===== config.mk =====
export PLATFORM = sky130hd
export DESIGN_NAME = apb_master_ctrl
export DESIGN_NICKNAME = d
export VERILOG_FILES = /design/src/rtl/apb_pkg.sv /design/src/rtl/apb_rsp_fifo.sv /design/src/rtl/apb_master_ctrl.sv
export SDC_FILE = /design/constraint.sdc
export NUM_CORES = 1
export LEC_CHECK = 0
export CORE_MARGIN = 5
export CORE_UTILIZATION = 50
export CTS_BUF_LIST = sky130_fd_sc_hd__clkbuf_16
export DETAILED_ROUTE_END_ITERATION = 16
export PLACE_DENSITY = 0.86
export SLEW_MARGIN = 20
export SYNTH_ARGS = -nofsm -noshare
export SYNTH_HDL_FRONTEND = slang
export SYNTH_HIERARCHICAL = 1
export SYNTH_SLANG_ARGS = --single-unit

===== constraint.sdc =====
create_clock -name PCLK -period 8.36 [get_ports PCLK]
set_clock_uncertainty 0.1 [all_clocks]
set_input_delay 1.672 -clock PCLK [delete_from_list [all_inputs] [get_ports PCLK]]
set_output_delay 1.672 -clock PCLK [all_outputs]
set_load 0.02 [all_outputs]

===== src/rtl/apb_pkg.sv =====
// Shared types and constants for the APB master: bus-phase encoding, PPROT bit
// positions and a width helper used to size counters and pointers.
package apb_pkg;

    typedef enum logic [1:0] {
        IDLE   = 2'd0,
        SETUP  = 2'd1,
        ACCESS = 2'd2
    } apb_state_e;

    localparam int PROT_PRIV   = 0;
    localparam int PROT_NONSEC = 1;
    localparam int PROT_INSTR  = 2;

    // $clog2 that never yields a zero-width vector.
    function automatic int clog2_min1(input int value);
        return (value > 1) ? $clog2(value) : 1;
    endfunction

endpackage


===== src/rtl/apb_rsp_fifo.sv =====
// Generic synchronous FIFO with first-word-fall-through head and occupancy count.
// A push on a full FIFO is taken only when a pop happens in the same cycle.
module apb_rsp_fifo
    import apb_pkg::*;
#(
    parameter  int WIDTH = 34,
    parameter  int DEPTH = 2,
    localparam int CNT_W = clog2_min1(DEPTH + 1)
) (
    input  logic             clk,
    input  logic             rst,
    input  logic             push,
    input  logic [WIDTH-1:0] push_data,
    input  logic             pop,
    output logic [WIDTH-1:0] head_data,
    output logic             head_valid,
    output logic [CNT_W-1:0] count
);

    localparam int PTR_W = clog2_min1(DEPTH);
    localparam logic [PTR_W-1:0] PTR_LAST = PTR_W'(DEPTH - 1);
    localparam logic [CNT_W-1:0] CNT_FULL = CNT_W'(DEPTH);

    logic [WIDTH-1:0] mem_q [DEPTH];
    logic [PTR_W-1:0] wr_ptr_q, wr_ptr_d;
    logic [PTR_W-1:0] rd_ptr_q, rd_ptr_d;
    logic [CNT_W-1:0] count_q, count_d;
    logic             do_push, do_pop;

    always_comb begin
        // NOTE: every always_comb output gets a default first so no path can infer a latch.
        wr_ptr_d = wr_ptr_q;
        rd_ptr_d = rd_ptr_q;
        count_d  = count_q;

        do_pop  = pop && (count_q != '0);
        do_push = push && ((count_q != CNT_FULL) || do_pop);

        if (do_push) begin
            wr_ptr_d = (wr_ptr_q == PTR_LAST) ? '0 : wr_ptr_q + 1'b1;
        end
        if (do_pop) begin
            rd_ptr_d = (rd_ptr_q == PTR_LAST) ? '0 : rd_ptr_q + 1'b1;
        end

        case ({do_push, do_pop})
            2'b10:   count_d = count_q + 1'b1;
            2'b01:   count_d = count_q - 1'b1;
            default: count_d = count_q;
        endcase
    end

    // NOTE: sequential state uses non-blocking assignments; reset is synchronous and active-high.
    always_ff @(posedge clk) begin
        if (rst) begin
            wr_ptr_q <= '0;
            rd_ptr_q <= '0;
            count_q  <= '0;
        end else begin
            wr_ptr_q <= wr_ptr_d;
            rd_ptr_q <= rd_ptr_d;
            count_q  <= count_d;
        end
    end

    // NOTE: the storage array is deliberately not reset; head_valid masks stale entries.
    always_ff @(posedge clk) begin
        if (do_push) begin
            mem_q[wr_ptr_q] <= push_data;
        end
    end

    assign head_valid = (count_q != '0);
    assign head_data  = head_valid ? mem_q[rd_ptr_q] : '0;
    assign count      = count_q;

endmodule


===== src/rtl/apb_master_ctrl.sv =====
// APB4 master: turns a valid/ready command stream into APB transfers, with
// back-to-back issue, a PREADY timeout and a buffered in-order response stream.
module apb_master_ctrl
    import apb_pkg::*;
#(
    parameter int ADDR_W      = 32,
    parameter int DATA_W      = 32,
    parameter int RSP_DEPTH   = 2,
    parameter int TIMEOUT_CYC = 16
) (
    input  logic                PCLK,
    input  logic                PRESET,

    input  logic                cmd_valid,
    output logic                cmd_ready,
    input  logic                cmd_write,
    input  logic [ADDR_W-1:0]   cmd_addr,
    input  logic [DATA_W-1:0]   cmd_wdata,
    input  logic [DATA_W/8-1:0] cmd_strb,
    input  logic [2:0]          cmd_prot,

    output logic                rsp_valid,
    input  logic                rsp_ready,
    output logic [DATA_W-1:0]   rsp_rdata,
    output logic                rsp_err,
    output logic                rsp_timeout,

    output logic                PSEL,
    output logic                PENABLE,
    output logic                PWRITE,
    output logic [ADDR_W-1:0]   PADDR,
    output logic [DATA_W-1:0]   PWDATA,
    output logic [DATA_W/8-1:0] PSTRB,
    output logic [2:0]          PPROT,
    input  logic [DATA_W-1:0]   PRDATA,
    input  logic                PREADY,
    input  logic                PSLVERR
);

    localparam int STRB_W = DATA_W / 8;
    localparam int RSP_W  = DATA_W + 2;
    localparam int CNT_W  = clog2_min1(RSP_DEPTH + 1);
    localparam int ROOM_W = CNT_W + 1;
    localparam int TCNT_W = clog2_min1(TIMEOUT_CYC + 1);
    localparam logic [TCNT_W-1:0] TCNT_LAST = TCNT_W'((TIMEOUT_CYC > 0) ? TIMEOUT_CYC - 1 : 0);

    if (!(DATA_W == 8 || DATA_W == 16 || DATA_W == 32) || RSP_DEPTH < 2) begin : g_bad_params
        $error("apb_master_ctrl: DATA_W must be 8/16/32 and RSP_DEPTH at least 2");
    end

    apb_state_e          state_q, state_d;
    logic                psel_q, psel_d;
    logic                penable_q, penable_d;
    logic                pwrite_q, pwrite_d;
    logic [ADDR_W-1:0]   paddr_q, paddr_d;
    logic [DATA_W-1:0]   pwdata_q, pwdata_d;
    logic [STRB_W-1:0]   pstrb_q, pstrb_d;
    logic [2:0]          pprot_q, pprot_d;
    logic [TCNT_W-1:0]   tcnt_q, tcnt_d;

    logic                in_access, timeout_hit, done, rsp_pop, room, cmd_fire;
    logic [CNT_W-1:0]    fifo_count;
    logic [RSP_W-1:0]    push_data, head_data;
    logic                head_valid;

    always_comb begin
        in_access   = (state_q == ACCESS);
        timeout_hit = (TIMEOUT_CYC != 0) && in_access && (tcnt_q == TCNT_LAST) && !PREADY;
        done        = (in_access && PREADY) || timeout_hit;
        rsp_pop     = head_valid && rsp_ready;

        // A command is taken only if its response is sure to find a FIFO slot at completion.
        room      = (ROOM_W'(fifo_count) + ROOM_W'(done)) < (ROOM_W'(RSP_DEPTH) + ROOM_W'(rsp_pop));
        cmd_ready = !PRESET && ((state_q == IDLE) || done) && room;
        cmd_fire  = cmd_valid && cmd_ready;

        state_d = state_q;
        unique case (state_q)
            IDLE:    if (cmd_fire) state_d = SETUP;
            SETUP:   state_d = ACCESS;
            ACCESS:  if (done) state_d = cmd_fire ? SETUP : IDLE;
            default: state_d = IDLE;
        endcase

        psel_d    = (state_d != IDLE);
        penable_d = (state_d == ACCESS);

        pwrite_d = pwrite_q;
        paddr_d  = paddr_q;
        pwdata_d = pwdata_q;
        pstrb_d  = pstrb_q;
        pprot_d  = pprot_q;
        if (cmd_fire) begin
            pwrite_d = cmd_write;
            paddr_d  = cmd_addr;
            pwdata_d = cmd_write ? cmd_wdata : '0;
            pstrb_d  = cmd_write ? cmd_strb  : '0;
            pprot_d  = cmd_prot;
        end

        // SETUP always precedes ACCESS, so clearing here clears on ACCESS entry.
        tcnt_d = tcnt_q;
        if (state_q == SETUP) begin
            tcnt_d = '0;
        end else if (in_access && !PREADY) begin
            tcnt_d = tcnt_q + 1'b1;
        end

        if (timeout_hit) begin
            push_data = {{DATA_W{1'b0}}, 1'b1, 1'b1};
        end else begin
            push_data = {(pwrite_q ? {DATA_W{1'b0}} : PRDATA), PSLVERR, 1'b0};
        end
    end

    always_ff @(posedge PCLK) begin
        if (PRESET) begin
            state_q   <= IDLE;
            psel_q    <= 1'b0;
            penable_q <= 1'b0;
            pwrite_q  <= 1'b0;
            paddr_q   <= '0;
            pwdata_q  <= '0;
            pstrb_q   <= '0;
            pprot_q   <= '0;
            tcnt_q    <= '0;
        end else begin
            state_q   <= state_d;
            psel_q    <= psel_d;
            penable_q <= penable_d;
            pwrite_q  <= pwrite_d;
            paddr_q   <= paddr_d;
            pwdata_q  <= pwdata_d;
            pstrb_q   <= pstrb_d;
            pprot_q   <= pprot_d;
            tcnt_q    <= tcnt_d;
        end
    end

    apb_rsp_fifo #(
        .WIDTH (RSP_W),
        .DEPTH (RSP_DEPTH)
    ) u_rsp_fifo (
        .clk        (PCLK),
        .rst        (PRESET),
        .push       (done),
        .push_data  (push_data),
        .pop        (rsp_pop),
        .head_data  (head_data),
        .head_valid (head_valid),
        .count      (fifo_count)
    );

    assign PSEL        = psel_q;
    assign PENABLE     = penable_q;
    assign PWRITE      = pwrite_q;
    assign PADDR       = paddr_q;
    assign PWDATA      = pwdata_q;
    assign PSTRB       = pstrb_q;
    assign PPROT       = pprot_q;

    assign rsp_valid   = head_valid;
    assign rsp_rdata   = head_data[RSP_W-1:2];
    assign rsp_err     = head_data[1];
    assign rsp_timeout = head_data[0];

endmodule


==> metrics.txt <==
htree depth 4; # fillers 898; Min Clock Period, post-route 6.49 ns; WP data arrival 4.72 ns; RSZ-0062 raised after global routing no; clk buf depth 2; leakage 3.67 nW; post-route ant nets 0; max_cap viols 0; Starting Density 50.9%; HP Class register to register; layout cell share with drive strength beyond 1 9.99%; Non-Filler Instances 947; routability cong. 0.797; CORE AREA 0.0132 mm²; Final Hold Fails 0; I/O pins 220; FF+latch count, synth 154; Slew HR 30.7%; CTS Hold Bufs 0; combinational share of power 13.5%; CTS buffer count 17; Post-Synthesis Cells 551; PwrDens 191 mW/mm²; drt first pass iters 4; routed wire length 15600 µm; Post-Syn Area 0.00674 mm²; Final Core Density 71.8%; CTS clock-pin slew for the worst setup and hold paths 0.05 ns; clk_lat worst skew 0.41 ns; Peak Freq 154 MHz; period utilization 77.7%; Resized cells post-CTS 0; commonest non-fill, non-tap cell in the layout clkdlybuf4s50_1; clk sinks 154; Post-synth EDFFs 68; biggest area consumer among synthesized cells edfxtp_1; most frequent cells in the layout clkdlybuf4s50_1, dfxtp_1, mux2i_1; CP Launch Type input port; Flop pwr share 46.0%; Iteration-0 DRC Markers 332; Final Max Slew Viols 0; asr flop ratio synth 0%; storage element area 0.00376 mm²; crit-path cells clkdlybuf4s50_1, nor2_1, nor3b_1, ha_1, and3b_1, nor2_1, nor4bb_1, clkdlybuf4s50_1; Switching Share 21.9%; setup repair bufs after CTS 0; Multi-input gate area 0.00271 mm²; status completed; switching power total 0.000398 W; peak supply drop 0.130 mV; post-synthesis sequential area ratio 55.9%; first-pass GRT wire length 24700 µm; hold_ws 0.372 ns; placed cells 915; internal power component 0.00142 W; nets 872; WL/cell 16.4 µm; clk root buf clkbuf_16; top post-synthesis cells by area edfxtp_1, dfxtp_1, mux2i_1; Netlist cell types 41; port bufs 219; vias 4647; initial antenna violation count 0; Avg Vias per Cell 4.91; gr usage total 19.5%; vias in the first global route 4898; n_diodes 0; top_reg_cell synth dfxtp_1; chip width 126 µm; Worst Max-Slew Pin Slew 1.04 ns; clock power share 40.6%; die span in y 126 µm; die area 0.0159 mm²; DP HPWL 10900 µm; CP endpoint kind output port; Worst Path Required 6.59 ns; GRT Residual Overflow 0; Yosys Warn Count 6; critical path class input port to output port; Worst path slowest cell nor3b_1; setup TNS 0 ns; Critical Path Max Stage Delay 0.68 ns; Area Overhead vs Synth 41.2%; Syn Nets 665; largest net degree at the start of global routing 90; TritonCTS clock tree built; syn_area_per_cell 12.2 µm²; Site Rows 42; CP max FO 11; drc violations 0; Final setup viols 0; top-area cell type share of the netlist area 30.3%
sequential cells by signal (all words and copies together) (netlist names), 2 cells and up, named ones only:
signal,cells
PWDATA,32
tcnt_q,5
state_q,2
PPROT,3
u_rsp_fifo/mem_q,68
PSTRB,4
u_rsp_fifo/count,2
PADDR,32
per-stage QoR:
| stage | instance area, µm² | setup WS, ns | total power (W) |
|---|---|---|---|
| floorplan | 6740 | 2.81 | 0.000974 |
| global placement | 8950 | 1.98 | 0.00109 |
| detailed placement | 8950 | 1.88 | 0.00109 |
| CTS | 9510 | 1.86 | 0.00183 |
| global route | 9510 | 1.69 | 0.00188 |
| finish | 9510 | 1.87 | 0.00181 |
metal layers:
layer  vias up  GRT usage [%]  wire [µm]
met4         0           6.81        289
met3        24           8.72       1440
met5         -              0          0
met2       179           31.7       7320
met1      2166           22.9       6520
li1       2278              -          -
path summary, 6_finish.rpt:
kind                                start        end  slack (ns)  cells after the start
worst max-delay path               PREADY  cmd_ready        1.87                      8
worst min-delay path            tcnt_q[4]  tcnt_q[4]        0.37                      2
worst max register to register  tcnt_q[0]  PADDR[28]        4.22                     12
worst min register to register  tcnt_q[4]  tcnt_q[4]        0.37                      2
worst max-delay path: cells and delay by family:
| family | cells | cell delay [ns] |
|---|---|---|
| and+or+nand+nor | 5 | 1.37 |
| buffers and inverters | 2 | 1.31 |
| adders and majority gates | 1 | 0.37 |
logic make-up after synthesis:
group | count (synthesis) | synth area share (%)
multiplexers | 109 | 18.9
adder cells (fa/ha/maj) | 4 | 0.743
AO/OA/AOI/OAI | 20 | 2.17
XOR/XNOR | 2 | 0.260
AND/OR/NAND/NOR | 219 | 17.7
flip-flops | 154 | 55.9
buffers and inverters | 43 | 4.31
power by group through the flow:
stage	logic, W	registers, W	clock network, W
floorplan	0.000101	0.000873	0
global placement	0.000240	0.000848	0
detailed placement	0.000245	0.000848	0
CTS	0.000247	0.000833	0.000750
global route	0.000260	0.000837	0.000782
finish	0.000244	0.000833	0.000735
final cells by class:
class,instances,share of cell area [%]
multi-input combinational,354,28.5
clock buffer,17,4.47
clock inverter,15,1.50
sequential,154,39.6
timing repair buffer,224,23.4
inverter,7,0.276
tap,176,2.31
synth_stat cells (4+ instances only):
library cell,instances
dfxtp_1,86
mux2i_1,72
edfxtp_1,68
nor2_1,48
nor2b_1,41
nand2_1,40
nand2b_1,39
mux2_4,37
and2_1,33
clkbuf_1,17
a21oi_1,7
buf_6,6
inv_1,6
buf_2,5
buf_12,4
ha_1,4
(Power assumes the default switching activity.)
